## config.mk

```make
export PLATFORM = sky130hd
export DESIGN_NAME = mpsoc_ram_1r1w_fifo_ctrl
export DESIGN_NICKNAME = d
export VERILOG_FILES = /design/src/rtl/mpsoc_ram_1r1w_fifo_ctrl.sv
export SDC_FILE = /design/constraint.sdc
export NUM_CORES = 1
export LEC_CHECK = 0
export CAP_MARGIN = 30
export CORE_ASPECT_RATIO = 1.5
export CORE_MARGIN = 2
export CORE_UTILIZATION = 35
export CTS_CLUSTER_SIZE = 30
export DETAILED_ROUTE_END_ITERATION = 16
export HOLD_SLACK_MARGIN = 0.08
export PLACE_DENSITY = 0.74
export SLEW_MARGIN = 20
export SYNTH_ARGS = -nofsm -noshare
export SYNTH_HDL_FRONTEND = slang
export SYNTH_SLANG_ARGS = --single-unit
```

## constraint.sdc

```tcl
create_clock -name clk_i -period 4.31 [get_ports clk_i]
set_input_delay 0.431 -clock clk_i [delete_from_list [all_inputs] [get_ports clk_i]]
set_output_delay 0.431 -clock clk_i [all_outputs]
set_load 0.05 [all_outputs]
```

## src/rtl/mpsoc_ram_1r1w_fifo_ctrl.sv

```systemverilog
// mpsoc_ram_1r1w_fifo_ctrl: valid/ready FIFO controller for a 1R1W RAM with a 2-entry output buffer.
// Defining MPSOC_FIFO_FLUSH_EN adds flush_i, a synchronous clear that leaves the RAM contents intact.
module mpsoc_ram_1r1w_fifo_ctrl #(
    parameter int ABITS = 10,
    parameter int DBITS = 32
) (
    input  logic                   clk_i,
    input  logic                   rst_i,
`ifdef MPSOC_FIFO_FLUSH_EN
    input  logic                   flush_i,
`endif
    input  logic                   push_valid_i,
    input  logic [DBITS-1:0]       push_data_i,
    output logic                   push_ready_o,
    output logic                   pop_valid_o,
    output logic [DBITS-1:0]       pop_data_o,
    input  logic                   pop_ready_i,
    output logic [ABITS+1:0]       level_o,
    output logic [ABITS-1:0]       ram_waddr_o,
    output logic [DBITS-1:0]       ram_din_o,
    output logic                   ram_we_o,
    output logic [(DBITS+7)/8-1:0] ram_be_o,
    output logic [ABITS-1:0]       ram_raddr_o,
    output logic                   ram_re_o,
    input  logic [DBITS-1:0]       ram_dout_i
);
    localparam logic [ABITS:0] DEPTH = {1'b1, {ABITS{1'b0}}};
    logic             clr;
    logic [ABITS-1:0] wptr, rptr;
    logic [ABITS:0]   ram_cnt;
    logic             inflight;
    logic [DBITS-1:0] ob0, ob1, ob0_nxt, ob1_nxt;
    logic [1:0]       ob_cnt, ob_base, ob_cnt_nxt;
    logic [2:0]       ob_need;
    logic             push_fire, pop_fire;
`ifdef MPSOC_FIFO_FLUSH_EN
    assign clr = rst_i | flush_i;
`else
    assign clr = rst_i;
`endif
    assign push_ready_o = ~clr & (ram_cnt < DEPTH);
    assign push_fire    = push_valid_i & push_ready_o;
    assign pop_valid_o  = ~rst_i & (ob_cnt != 2'd0);
    assign pop_fire     = pop_valid_o & pop_ready_i;
    assign pop_data_o   = ob0;
    assign ram_we_o     = push_fire;
    assign ram_waddr_o  = wptr;
    assign ram_din_o    = push_data_i;
    assign ram_be_o     = '1;
    assign ram_raddr_o  = rptr;
    // Only issue a read if the buffer can absorb its data next cycle after this cycle's pop.
    assign ob_need  = 3'(ob_cnt) + 3'(inflight) - 3'(pop_fire);
    assign ram_re_o = ~clr & ((ram_cnt != '0) | push_fire) & (ob_need < 3'd2);
    assign level_o  = rst_i ? '0 : (ABITS+2)'(ram_cnt) + (ABITS+2)'(inflight) + (ABITS+2)'(ob_cnt);
    assign ob_base    = ob_cnt - 2'(pop_fire);
    assign ob_cnt_nxt = ob_base + 2'(inflight);
    assign ob0_nxt    = (inflight && ob_base == 2'd0) ? ram_dout_i : pop_fire ? ob1 : ob0;
    assign ob1_nxt    = (inflight && ob_base != 2'd0) ? ram_dout_i : ob1;
    always_ff @(posedge clk_i) begin
        if (clr) begin
            wptr     <= '0;
            rptr     <= '0;
            ram_cnt  <= '0;
            inflight <= 1'b0;
            ob_cnt   <= 2'd0;
        end else begin
            wptr     <= wptr + ABITS'(push_fire);
            rptr     <= rptr + ABITS'(ram_re_o);
            ram_cnt  <= ram_cnt + (ABITS+1)'(push_fire) - (ABITS+1)'(ram_re_o);
            inflight <= ram_re_o;
            ob_cnt   <= ob_cnt_nxt;
        end
    end
    always_ff @(posedge clk_i) begin
        ob0 <= ob0_nxt;
        ob1 <= ob1_nxt;
    end
endmodule

```

==> results.md <==
Run status:
- The run finished with clean final reports.

Layout:
- The area growth from synthesis to layout is 27.6%.
- Summing all flip-flop and latch instances after layout gives between 0.002 and 0.003 mm².
- The footprint of the multi-input gates is between 0.0015 and 0.002 mm².
- The number of fill cells is around 1200.
- The number of nets at the end of the flow is a little under 600.
- Leaving out fill and tap cells, the most frequent cells in the layout are 101 x clkdlybuf4s50_1, 64 x edfxtp_1, 46 x nor2_1.
- In the final layout, the share of cells above drive strength 1 is roughly 15%.
- The most common cell after layout, fill and taps aside is clkdlybuf4s50_1.
- The number of antenna diodes in the final layout is 0.

Timing:
- The hold violation total from the final report was 0.
- The worst pin sits at a relative slew slack of 63.2%.
- The accumulated negative setup slack is 0 ns.
- The worst hold slack is ~0.52 ns.
- The final worst-path setup slack is 0.362 ns.
- The final period utilization is approximately nine tenths.
- The max-slew violation total from the final report is 0.
- The worst path needs approximately 3.9 ns of the cycle, external delays included.
- The clock arrives with 0.00793 ns of skew.
- The highest clock rate is 253 MHz.
- For the pin with the worst max-slew slack, the measured transition is approximately 0.55 ns.
- The final count of negative-setup-slack endpoints is 0.

Global route:
- The via count of the first global-routing pass came to roughly 3100.
- The combined global-route utilization of all metal layers is a little over an eighth.
- The final global-route overflow total is 0.
- The wire length of the first global-routing pass is 15300 µm.
- Entering global routing, the biggest net connects 54 pins.
- The initial antenna violation count is 0.

CTS:
- In this run, post-CTS hold repair placed 0 buffers.
- The maximum number of buffers from clock root to sink is 2.
- The insertion delay of the later-clocked pin in the worst-skew pair is 0.34 ns.
- TritonCTS built the clock tree.
- The clock net sink count is 98.
- The clock buffer count from CTS is 9.
- In this run the clock root is driven by a clkbuf_16.
- The H-tree generated during clock tree synthesis spans 3 levels.
- Clock-pin slew was measured on the worst setup and hold paths at approximately 0.07 ns.

Route:
- The first routing iteration left between 100 and 150 violations.
- The met3 layer wire length in the routed design is roughly 560 µm.
- The number of search-and-repair iterations in the first detailed-routing pass is 4.
- Summing over every cut layer, the via total after detailed routing is roughly 3100.
- Using the TritonRoute via totals, the vias-per-cell ratio works out to 4.74.
- Dividing the detail-routed wire length by the instance count gives 15.0 µm.
- In the routed design, unresolved DRC markers number 0.
- The met1 wire length is 3940 µm.
- After detailed routing, the met2 layer carries around 5100 µm of wire.
- The final wirelength is around 9700 µm.
- The top metal layer carrying routed signals is met4.
- The antenna violation net count after detailed routing is 0.

Flow run:
- The max-capacitance violation count is 0.

Logic synthesis:
- The gate count of the mapped netlist is roughly 400.
- After synthesis the cells add up to between 0.004 and 0.005 mm².
- The number of flops mapped to enable cells by yosys is 64.
- The dominant synthesized flop cell is edfxtp_1.
- Counting flops and latches in the post-synthesis netlist gives 98.
- The total number of yosys warnings is 0.
- The proportion of register bits with asynchronous set or reset after synthesis is 0%.
- The average cell area after synthesis is 12.1 µm².
- The number of different library cells used by synthesis comes to 43.
- The post-synthesis sequential area ratio is a little over half.

Critical path:
- In this run the critical register-to-register path is captured at ram_cnt[10].
- The cell type of the slowest stage on the worst timing path is fa_1.
- The critical path goes through inv_1 > a21oi_4 > and2_1 > ha_1 > inv_1 > nand2_1 > fa_1 > xnor2_2 > nand3b_1 > nor3_2 > inv_1 > nand2_1 > ha_1 > inv_1 > fa_1 > and2b_1 > nor3_1 > o41ai_2 > a41oi_1 > mux2_2.
- Data arrives at the worst endpoint at 4.18 ns.
- The setup check on the worst reg-to-reg path leaves a slack of around 0.36 ns.
- The depth of the most critical reg-to-reg path is 20.
- In this run the critical register-to-register path is launched from ob_cnt[0].
- The type of the setup path with the least slack is flop to flop.
- At the worst endpoint, the required time is about 4.5 ns.
- By instance count, the cell type seen most on the critical path is inv_1.
- The sort of element at the end of the critical path is a flop.
- Broken down by cell family, the worst path's largest delay share belongs to adder cells.
- The sum of buffers and inverters on the critical path is 4.
- The highest fanout seen on the critical path is 3.
- The worst setup path is launched from a flop.
- The largest single stage delay on the critical path is around 0.41 ns.

Floorplanning:
- The die is around 150 µm tall.
- The number of cell rows is 52.
- The die covers roughly 0.015 mm².
- In this run the standard cell core region covers between 0.01 and 0.015 mm².
- The die boundary width is approximately 100 µm.
- The starting utilization of the core area is ~36%.
- The boundary pin count is between 150 and 200.

Placed design:
- At the end of routability-driven placement, the weighted congestion stood at 0.847.
- The number of buffers added on ports is between 100 and 150.
- The wire-length estimate of the detail-placed layout is a little over 7000 µm.
- The worst setup timing slack at the placement stage is -0.0486 ns.

Hold path:
- The worst min-delay path class is flop to flop.
- Along the worst hold path, the cell count comes to 2.
- The hold path endpoint is ram_waddr_o[9].
- The startpoint identified for the worst hold timing path is ram_waddr_o[9].

Pwr:
- The areal power density over the cells is approximately 800 mW/mm².
- The leakage power is roughly 2.3 nW.
- Power comes to 4.93 mW.
- The largest voltage drop on the vdd net is 0.343 mV.
[cells in the mapped netlist, drive strengths merged, types with 3 or more instances]
cell | number | share of area, %
nand2 | 11 | 0.86
o21ai | 4 | 0.42
edfxtp | 64 | 40
nor2 | 46 | 3.6
ha | 29 | 7.5
xnor2 | 20 | 3.6
and3 | 6 | 0.78
nand3 | 11 | 1.1
nor2b | 12 | 1.6
mux2 | 36 | 8.4
dfxtp | 34 | 14
nor3 | 7 | 0.73
a21oi | 8 | 0.83
xor2 | 11 | 2.0
buf | 44 | 6.3
inv | 22 | 1.7
fa | 4 | 1.7
nand2b | 3 | 0.39
[cells by family after synthesis]
family                     after synthesis  synth area share, %
AOI/OAI and AO/OA                       22                 3.10
xor gates and xnor gates                31                 5.65
adders and majority gates               33                 9.21
buffers and inverters                   67                 8.12
DFF                                     98                 54.1
muxes                                   36                 8.43
other                                    1               0.0780
and+or+nand+nor                        108                 11.3
[power breakdown]
part,switching [mW],leakage (nW),internal (mW)
sequential,0.152,0.872,1.43
combinational,1.57,1.28,1.02
clock,0.358,0.139,0.401
[area by class of cell]
type                            instances  share of cell area [%]
Clock buffer                            9                    3.67
Inverter                               22                    1.35
Sequential cell                        98                    42.5
Multi-Input combinational cell        234                    30.2
Clock inverter                          7                    1.00
Tap cell                              162                    3.30
Timing Repair Buffer                  114                    18.0
[what timing repair did]
action | CTS | global route
buffers inserted | 0 | 1
endpoints found under the setup margin | 0 | 3
resized for setup | 0 | 4
[sequential cells by signal, summed over array words and instances, names as in the netlist]
register / cells
ob_cnt: 2
ob1: 32
ram_raddr_o: 10
pop_data_o: 32
ram_cnt: 11
inflight: 1
ram_waddr_o: 10
[worst max path at each step]
| stage | start | end | slack, ns | depth (start not counted) |
|---|---|---|---|---|
| after floorplan | rst_i | ram_cnt[10] | 0.01 | 20 |
| after global placement | pop_ready_i | ram_cnt[10] | 0.05 | 19 |
| after detailed placement | pop_ready_i | ram_cnt[10] | -0.05 | 19 |
| after CTS | ob_cnt[1] | ram_cnt[10] | 0.1 | 20 |
| after global routing | ob_cnt[0] | ram_cnt[10] | -0.03 | 20 |
| final | ob_cnt[0] | ram_cnt[10] | 0.36 | 20 |
[metrics by stage]
stage | cells | utilization, % | area (µm²)
finish | 646 | 45.5 | 6130
CTS | 645 | 45.4 | 6110
detailed placement | 629 | 43.3 | 5830
global route | 646 | 45.5 | 6130
global placement | 629 | 43.3 | 5830
floorplan | 399 | - | 4830
[routing by layer]
metal | vias up | GRT usage (%)
met1 | 1471 | 15.0
met4 | 0 | 4.93
li1 | 1486 | -
met2 | 96 | 23.6
met3 | 12 | 2.88
met5 | - | 0
[worst reg2reg max path: cells and delay by family (launching register included)]
family / cells / cell delay (ns)
AND/OR/NAND/NOR: 7 / 0.89
XOR/XNOR: 1 / 0.16
AO/OA/AOI/OAI: 3 / 0.65
flip-flops: 1 / 0.35
buffers and inverters: 4 / 0.32
multiplexers: 1 / 0.29
adder cells (fa/ha/maj): 4 / 1.17
(Power assumes the default switching activity.)
